File: src/rtl/e203_exu_csrctrl_mch.sv
// CSR-instruction controller: zero-latency path to the core CSR file plus a
// multi-channel, multi-cycle external CSR port with read-modify-write, errors and timeout.
module e203_exu_csrctrl_mch #(
  parameter int XLEN    = 32,
  parameter int EXT_CH  = 2,
  parameter int TMO_CYC = 64
) (
  input  logic                   clk,
  input  logic                   rst_n,

  input  logic                   csr_i_valid,
  output logic                   csr_i_ready,
  input  logic [1:0]             csr_i_op,
  input  logic                   csr_i_rs1imm,
  input  logic                   csr_i_rs1is0,
  input  logic [4:0]             csr_i_zimm,
  input  logic [XLEN-1:0]        csr_i_rs1,
  input  logic [11:0]            csr_i_idx,
  input  logic                   csr_i_rdwen,

  output logic                   csr_ena,
  output logic                   csr_rd_en,
  output logic                   csr_wr_en,
  output logic [11:0]            csr_idx,
  input  logic                   csr_access_ilgl,
  input  logic [XLEN-1:0]        read_csr_dat,
  output logic [XLEN-1:0]        wbck_csr_dat,

  input  logic [EXT_CH-1:0]      ext_off,
  output logic [EXT_CH-1:0]      ext_req_valid,
  input  logic [EXT_CH-1:0]      ext_req_ready,
  output logic                   ext_req_wr,
  output logic [11:0]            ext_req_addr,
  output logic [XLEN-1:0]        ext_req_wdata,
  input  logic [EXT_CH-1:0]      ext_rsp_valid,
  input  logic [EXT_CH-1:0]      ext_rsp_err,
  input  logic [EXT_CH*XLEN-1:0] ext_rsp_rdata,
  output logic                   ext_rsp_ready,

  output logic                   csr_o_valid,
  input  logic                   csr_o_ready,
  output logic [XLEN-1:0]        csr_o_wbck_wdat,
  output logic                   csr_o_wbck_err,

  output logic                   csr_busy
);

  typedef enum logic [2:0] {
    S_IDLE,
    S_RREQ,
    S_RRSP,
    S_WREQ,
    S_WRSP,
    S_DONE
  } state_t;

  localparam logic [1:0] OP_RW = 2'b01;
  localparam logic [1:0] OP_RS = 2'b10;
  localparam logic [1:0] OP_RC = 2'b11;

  localparam int            CW       = (TMO_CYC > 1) ? $clog2(TMO_CYC) : 1;
  localparam logic [CW-1:0] TMO_LAST = (TMO_CYC > 0) ? CW'(TMO_CYC - 1) : '0;

  function automatic logic [XLEN-1:0] f_modify(input logic [1:0]      op,
                                               input logic [XLEN-1:0] op1,
                                               input logic [XLEN-1:0] old);
    case (op)
      OP_RW:   f_modify = op1;
      OP_RS:   f_modify = op1 | old;
      OP_RC:   f_modify = ~op1 & old;
      default: f_modify = old;
    endcase
  endfunction

  state_t            r_state;
  state_t            w_state_nxt;
  logic [CW-1:0]     r_cnt;
  logic [1:0]        r_op;
  logic [XLEN-1:0]   r_op1;
  logic [11:0]       r_idx;
  logic [EXT_CH-1:0] r_ch_sel;
  logic              r_rdwen;
  logic              r_rs1is0;
  logic [XLEN-1:0]   r_old;
  logic              r_err;

  logic              w_latch;
  logic              w_old_cap;
  logic              w_err_nxt;

  // ---------------------------------------------------------------- decode
  logic [XLEN-1:0]   w_op1;
  logic              w_region;
  logic [EXT_CH-1:0] w_in_sel;
  logic              w_in_bad;
  logic              w_in_off;
  logic              w_is_ext;
  logic              w_in_rw;
  logic              w_in_rsrc;
  logic              w_in_need_rd;

  assign w_op1     = csr_i_rs1imm ? {{(XLEN-5){1'b0}}, csr_i_zimm} : csr_i_rs1;
  assign w_region  = (csr_i_idx[11:8] == 4'hE);

  always_comb begin
    for (int c = 0; c < EXT_CH; c++) begin
      w_in_sel[c] = (csr_i_idx[7:6] == 2'(c));
    end
  end

  // A channel number beyond EXT_CH leaves the one-hot select empty.
  assign w_in_bad     = w_region & ~(|w_in_sel);
  assign w_in_off     = w_region & (|(ext_off & w_in_sel));
  assign w_is_ext     = w_region & ~w_in_bad & ~w_in_off;
  assign w_in_rw      = (csr_i_op == OP_RW);
  assign w_in_rsrc    = (csr_i_op == OP_RS) | (csr_i_op == OP_RC);
  assign w_in_need_rd = w_in_rsrc | (w_in_rw & csr_i_rdwen);

  assign csr_idx      = csr_i_idx;
  assign wbck_csr_dat = f_modify(csr_i_op, w_op1, read_csr_dat);

  // ------------------------------------------------------ latched channel
  logic              w_sel_req_rdy;
  logic              w_sel_rsp_vld;
  logic              w_sel_rsp_err;
  logic [XLEN-1:0]   w_sel_rdata;
  logic              w_need_rd;
  logic              w_need_wr;
  logic [XLEN-1:0]   w_old_eff;
  logic              w_tmo;

  assign w_sel_req_rdy = |(ext_req_ready & r_ch_sel);
  assign w_sel_rsp_vld = |(ext_rsp_valid & r_ch_sel);
  assign w_sel_rsp_err = |(ext_rsp_err   & r_ch_sel);

  always_comb begin
    w_sel_rdata = '0;
    for (int c = 0; c < EXT_CH; c++) begin
      if (r_ch_sel[c]) w_sel_rdata = ext_rsp_rdata[c*XLEN +: XLEN];
    end
  end

  assign w_need_rd = (r_op == OP_RS) | (r_op == OP_RC) | ((r_op == OP_RW) & r_rdwen);
  assign w_need_wr = (r_op == OP_RW) | ~r_rs1is0;
  assign w_old_eff = w_need_rd ? r_old : '0;
  assign w_tmo     = (TMO_CYC != 0) && (r_cnt == TMO_LAST);

  assign ext_req_addr = r_idx;
  assign csr_busy     = (r_state != S_IDLE);

  // ----------------------------------------------- next state and outputs
  // NOTE: every signal written here gets a default first, so no path can
  // leave it unassigned and infer a latch.
  always_comb begin
    w_state_nxt     = r_state;
    w_latch         = 1'b0;
    w_old_cap       = 1'b0;
    w_err_nxt       = r_err;
    csr_i_ready     = 1'b0;
    csr_o_valid     = 1'b0;
    csr_o_wbck_wdat = '0;
    csr_o_wbck_err  = 1'b0;
    csr_rd_en       = 1'b0;
    csr_wr_en       = 1'b0;
    csr_ena         = 1'b0;
    ext_req_valid   = '0;
    ext_req_wr      = 1'b0;
    ext_req_wdata   = '0;
    ext_rsp_ready   = 1'b0;

    unique case (r_state)
      S_IDLE: begin
        if (w_is_ext) begin
          if (csr_i_valid) begin
            w_latch     = 1'b1;
            w_err_nxt   = 1'b0;
            w_state_nxt = w_in_need_rd ? S_RREQ : S_WREQ;
          end
        end else if (w_in_bad) begin
          csr_o_valid    = csr_i_valid;
          csr_o_wbck_err = 1'b1;
          csr_i_ready    = csr_o_ready;
        end else begin
          csr_o_valid     = csr_i_valid;
          csr_i_ready     = csr_o_ready;
          csr_o_wbck_wdat = read_csr_dat;
          csr_o_wbck_err  = csr_access_ilgl;
          csr_rd_en       = csr_i_valid & w_in_need_rd;
          csr_wr_en       = csr_i_valid & (w_in_rw | (w_in_rsrc & ~csr_i_rs1is0));
          csr_ena         = csr_i_valid & csr_o_ready;
        end
      end
      S_RREQ: begin
        ext_req_valid = r_ch_sel;
        if (w_sel_req_rdy) w_state_nxt = S_RRSP;
      end
      S_RRSP: begin
        ext_rsp_ready = 1'b1;
        if (w_sel_rsp_vld) begin
          w_old_cap = 1'b1;
          if (w_sel_rsp_err) begin
            w_err_nxt   = 1'b1;
            w_state_nxt = S_DONE;
          end else begin
            w_state_nxt = w_need_wr ? S_WREQ : S_DONE;
          end
        end else if (w_tmo) begin
          w_err_nxt   = 1'b1;
          w_state_nxt = S_DONE;
        end
      end
      S_WREQ: begin
        ext_req_valid = r_ch_sel;
        ext_req_wr    = 1'b1;
        ext_req_wdata = f_modify(r_op, r_op1, w_old_eff);
        if (w_sel_req_rdy) w_state_nxt = S_WRSP;
      end
      S_WRSP: begin
        ext_rsp_ready = 1'b1;
        if (w_sel_rsp_vld) begin
          w_err_nxt   = w_sel_rsp_err;
          w_state_nxt = S_DONE;
        end else if (w_tmo) begin
          w_err_nxt   = 1'b1;
          w_state_nxt = S_DONE;
        end
      end
      S_DONE: begin
        csr_o_valid     = 1'b1;
        csr_o_wbck_wdat = r_old;
        csr_o_wbck_err  = r_err;
        csr_i_ready     = csr_o_ready;
        if (csr_o_ready) w_state_nxt = S_IDLE;
      end
      default: w_state_nxt = S_IDLE;
    endcase
  end

  // ------------------------------------------------------------ registers
  // NOTE: sequential state uses non-blocking assignments so every register
  // samples the pre-edge values regardless of statement order.
  // NOTE: these are plain flops, not a memory array, so all of them take the
  // async reset and an aborted transaction leaves nothing stale behind.
  always_ff @(posedge clk or negedge rst_n) begin
    if (!rst_n) begin
      r_state  <= S_IDLE;
      r_cnt    <= '0;
      r_op     <= '0;
      r_op1    <= '0;
      r_idx    <= '0;
      r_ch_sel <= '0;
      r_rdwen  <= 1'b0;
      r_rs1is0 <= 1'b0;
      r_old    <= '0;
      r_err    <= 1'b0;
    end else begin
      r_state <= w_state_nxt;
      r_err   <= w_err_nxt;
      // Wait counter restarts on every state change, so each response phase gets a full budget.
      if (w_state_nxt != r_state) begin
        r_cnt <= '0;
      end else if ((r_state == S_RRSP) || (r_state == S_WRSP)) begin
        r_cnt <= r_cnt + CW'(1);
      end
      if (w_latch) begin
        r_op     <= csr_i_op;
        r_op1    <= w_op1;
        r_idx    <= csr_i_idx;
        r_ch_sel <= w_in_sel;
        r_rdwen  <= csr_i_rdwen;
        r_rs1is0 <= csr_i_rs1is0;
        r_old    <= '0;
      end else if (w_old_cap) begin
        r_old <= w_sel_rdata;
      end
    end
  end

endmodule

File: config.mk
export PLATFORM = sky130hd
export DESIGN_NAME = e203_exu_csrctrl_mch
export DESIGN_NICKNAME = d
export VERILOG_FILES = /design/src/rtl/e203_exu_csrctrl_mch.sv
export SDC_FILE = /design/constraint.sdc
export NUM_CORES = 1
export LEC_CHECK = 0
export BUFFER_PORTS_ARGS = -buffer_cell sky130_fd_sc_hd__buf_4
export CAP_MARGIN = 30
export CELL_PAD_IN_SITES_DETAIL_PLACEMENT = 2
export CELL_PAD_IN_SITES_GLOBAL_PLACEMENT = 2
export CORE_AREA = 2 2 159 161
export CTS_CLUSTER_SIZE = 8
export DETAILED_ROUTE_END_ITERATION = 8
export DIE_AREA = 0 0 161 163
export PLACE_DENSITY = 0.77
export SLEW_MARGIN = 0
export SYNTH_ARGS = -nofsm -noshare
export SYNTH_HDL_FRONTEND = slang
export SYNTH_SLANG_ARGS = --single-unit
export TNS_END_PERCENT = 10
File: constraint.sdc
create_clock -name clk -period 2 [get_ports clk]
set_input_delay 0.1 -clock clk [delete_from_list [all_inputs] [get_ports clk]]
set_output_delay 0.1 -clock clk [all_outputs]
set_load 0.05 [all_outputs]
==> qor.csv <==
metric,value,unit
Sw Share,0.459,
worst-path fanout max,10,
Initial Util,0.246,
"Area growth, synth to finish",55.0,%
DR vias/cell,5.15,
worst hold path class,in2reg,
Critical-path top delay cell,dfrtp_2,
core area,24700,µm²
Crit path buffers/inverters,4,
DR WL/cell,21.7,µm
setup_tns,0,ns
num ports,294,
Register Area,2280,µm²
cell taking the most area after synthesis,dfrtp_1,
Yosys reg bits,91,
synth top area cells,"dfrtp_1 38%, nand2_1 9.3%, a21oi_1 5.2%, a22o_1 4.6%, a211oi_1 4.5%",
most frequent cells after synthesis,"150 x nand2_1, 91 x dfrtp_1, 63 x a21oi_1, 46 x nor2_1, 45 x clkbuf_1",
"Period Utilization, post-route",0.995,
Total GRT Usage,0.224,
synth warn,0,
Max Buffers Root-to-Sink,2,
Final Hold Fails,0,
CP Launch Type,flop,
Sw Pwr,4.92,mW
post-synthesis sequential area ratio,0.376,
Critical Path AT,1.89,ns
"Primary FF master, synth",dfrtp_1,
area share of the largest cell type after synthesis,0.376,
Yosys cell types,47,
Sink Count,91,
P_int,5.79,mW
Total Wirelength,29800,µm
most common cell in the netlist,nand2_1,
Max-Cap Viols,0,
drt first pass iters,4,
syn_area_per_cell,7.97,µm²
clk_skew,0.00904,ns
# rows,58,
combinational fraction of design power,0.570,
vias in the first global route,7741,
Max Slew Vio Count,0,
Post-synth EDFFs,0,
sequential share of power,0.240,
Clock transition at path regs,0.06,ns
first-pass GRT wire length,45500,µm
Antenna Nets Post-Route,0,
CP Cell Sequence,nor3_4 > inv_2 > a21oi_4 > buf_12 > buf_12 > a22o_1 > buf_6,
area of the multi-input gates,3460,µm²
Vias,7063,
worst r2r path cells,5,
Top delay family on crit path,buffers and inverters,
CTS tree,yes,
Iteration-0 DRC Markers,219,
fin util,0.381,
cells after synthesis,760,
Final nets,1200,
die height,163,µm
Peak VDD IR,0.692,mV
Layout fillers,2775,
Post-Syn Area,6060,µm²
Slew @ Worst Pin,0.489,ns
routability cong.,0.796,
worst rel slew slack,0.674,
H-tree depth,3,
Die ar.,26200,µm²
Clock Latency Late Sink,0.35,ns
async set-reset flop share out of synthesis,1.00,
Port Buf Inserts,293,
outcome,"complete, no violations",
Root Buffer,clkbuf_16,
Max Freq,503,MHz
largest net degree at the start of global routing,65,
Hold Path Depth,3,
drc violations,0,
RSZ-0062 raised after global routing,yes,
clock power share,0.190,
antenna violations before repair,0,
Stages on worst setup path,7,
fraction of layout cells with a size suffix above 1,0.401,
Die X,161,µm
Final Setup Violations,0,
Synthesized Nets,924,
Period minus WS final,1.99,ns
Post-DP HPWL,21900,µm
Crit. End Element,output pin,
CP most frequent cell,buf_12,
GRT overflow,0,
critical path type,reg2out,
pwr dens,1140,nW/µm²
Power Total,10.7,mW
Leak,4.21,nW
total CTS buffers,9,
peak per-stage delay on the critical path,0.44,ns
Critical Path RT,1.90,ns
==> cells by family (layout without fill, tap and decap cells) <==
kind of cell / Yosys count / after routing / share of synthesized area
AOI/OAI and AO/OA: 282 / 282 / 0.310
muxes: 7 / 7 / 0.0118
other: 0 / 1 / 0
xor gates and xnor gates: 6 / 6 / 0.00867
and+or+nand+nor: 291 / 291 / 0.229
DFF: 91 / 91 / 0.376
buffers and inverters: 82 / 363 / 0.0628
adders and majority gates: 1 / 1 / 0.00206
==> tightest hold or removal path, cell delays in order <==
cell and delay [ns]:
buf_4 0.17, nand2_1 0.07, nand2_1 0.05
==> power groups by stage <==
| stage | Combinational, mW | Sequential (mW) | Clock, mW |
|---|---|---|---|
| 2_1_floorplan | 3.39 | 2.61 | 0 |
| 3_3_place_gp | 5.28 | 2.58 | 0 |
| 3_5_place_dp | 5.40 | 2.60 | 0 |
| 4_1_cts | 5.87 | 2.57 | 2.09 |
| 5_1_grt | 6.46 | 2.62 | 2.16 |
| 6_report | 6.10 | 2.57 | 2.04 |
==> path summary, 6_finish.rpt <==
check / slack (ns) / endpoint / start
min: 0.08 / r_op[1] / csr_i_op[1]
max reg2reg: 0.21 / r_old[12] / r_state[2]
min in group asynchronous: 0.26 / ext_req_addr[4] / rst_n
min reg2reg: 0.48 / ext_req_addr[5] / ext_req_addr[5]
max: 0.01 / csr_o_wbck_wdat[5] / r_state[2]
max in group asynchronous: 1.06 / r_op1[7] / rst_n
==> area by class of cell <==
type | instances | share of cell area
clock inverters | 4 | 0.0104
well taps | 330 | 0.0439
repair buffers | 341 | 0.305
diodes | 1 | 0.000266
clock buffers | 12 | 0.0262
flip-flops and latches | 91 | 0.243
multi-input cells | 587 | 0.369
inverters | 6 | 0.00240
==> stage by stage <==
| step | instances | setup slack [ns] | cell area, µm² | hold slack (ns) |
|---|---|---|---|---|
| 3_5_place_dp | 1338 | 0.124 | 8680 | 0.0990 |
| 4_1_cts | 1369 | -0.0429 | 9270 | 0.0629 |
| 5_1_grt | 1371 | -0.0492 | 9390 | 0.0922 |
| 6_report | 1372 | 0.0105 | 9400 | 0.0774 |
| 3_3_place_gp | 1338 | 0.227 | 8680 | 0.0974 |
| 2_1_floorplan | 760 | -0.100 | 6070 | -0.196 |
==> placed cells by master, fill, tap and decap left out, drive strengths merged, types with 2 or more instances in the layout <==
cell / n
nor3: 9
buf: 331
a211oi: 36
nand2: 150
clkbuf: 13
a21o: 2
inv: 6
nand2b: 30
nor2: 46
and2: 4
a22o: 32
a21oi: 65
xnor2: 3
dfrtp: 91
mux2i: 6
a22oi: 34
nor2b: 5
and4: 2
o21ai: 45
or2: 37
nand4: 2
and3: 3
xor2: 3
dlygate4sd3: 9
o211ai: 31
o22ai: 27
bufinv: 3
==> repair_timing <==
item | in CTS | in global routing
setup endpoints to repair | 69 | 40
gates resized for setup | 22 | 27
pin swaps | 8 | 10
hold buffers | 9 | 0
endpoints found under the hold margin | 39 | 0
buffers inserted | 5 | 2
gates cloned | 1 | 1
==> routing by layer <==
| layer | global-route usage | part of all wire |
|---|---|---|
| met1 | 0.272 | 0.42 |
| met2 | 0.408 | 0.51 |
| met3 | 0.0428 | 0.055 |
| met4 | 0.0548 | 0.018 |
| met5 | 0 | 0 |
==> flip-flops by register name (all words and copies together), names as in the netlist <==
| signal | cells |
|---|---|
| r_op1 | 32 |
| r_op | 2 |
| ext_req_addr | 12 |
| r_cnt | 6 |
| r_old | 32 |
| r_ch_sel | 2 |
| r_rs1is0 | 1 |
| r_state | 3 |
| r_err | 1 |
(Power assumes the default switching activity.)
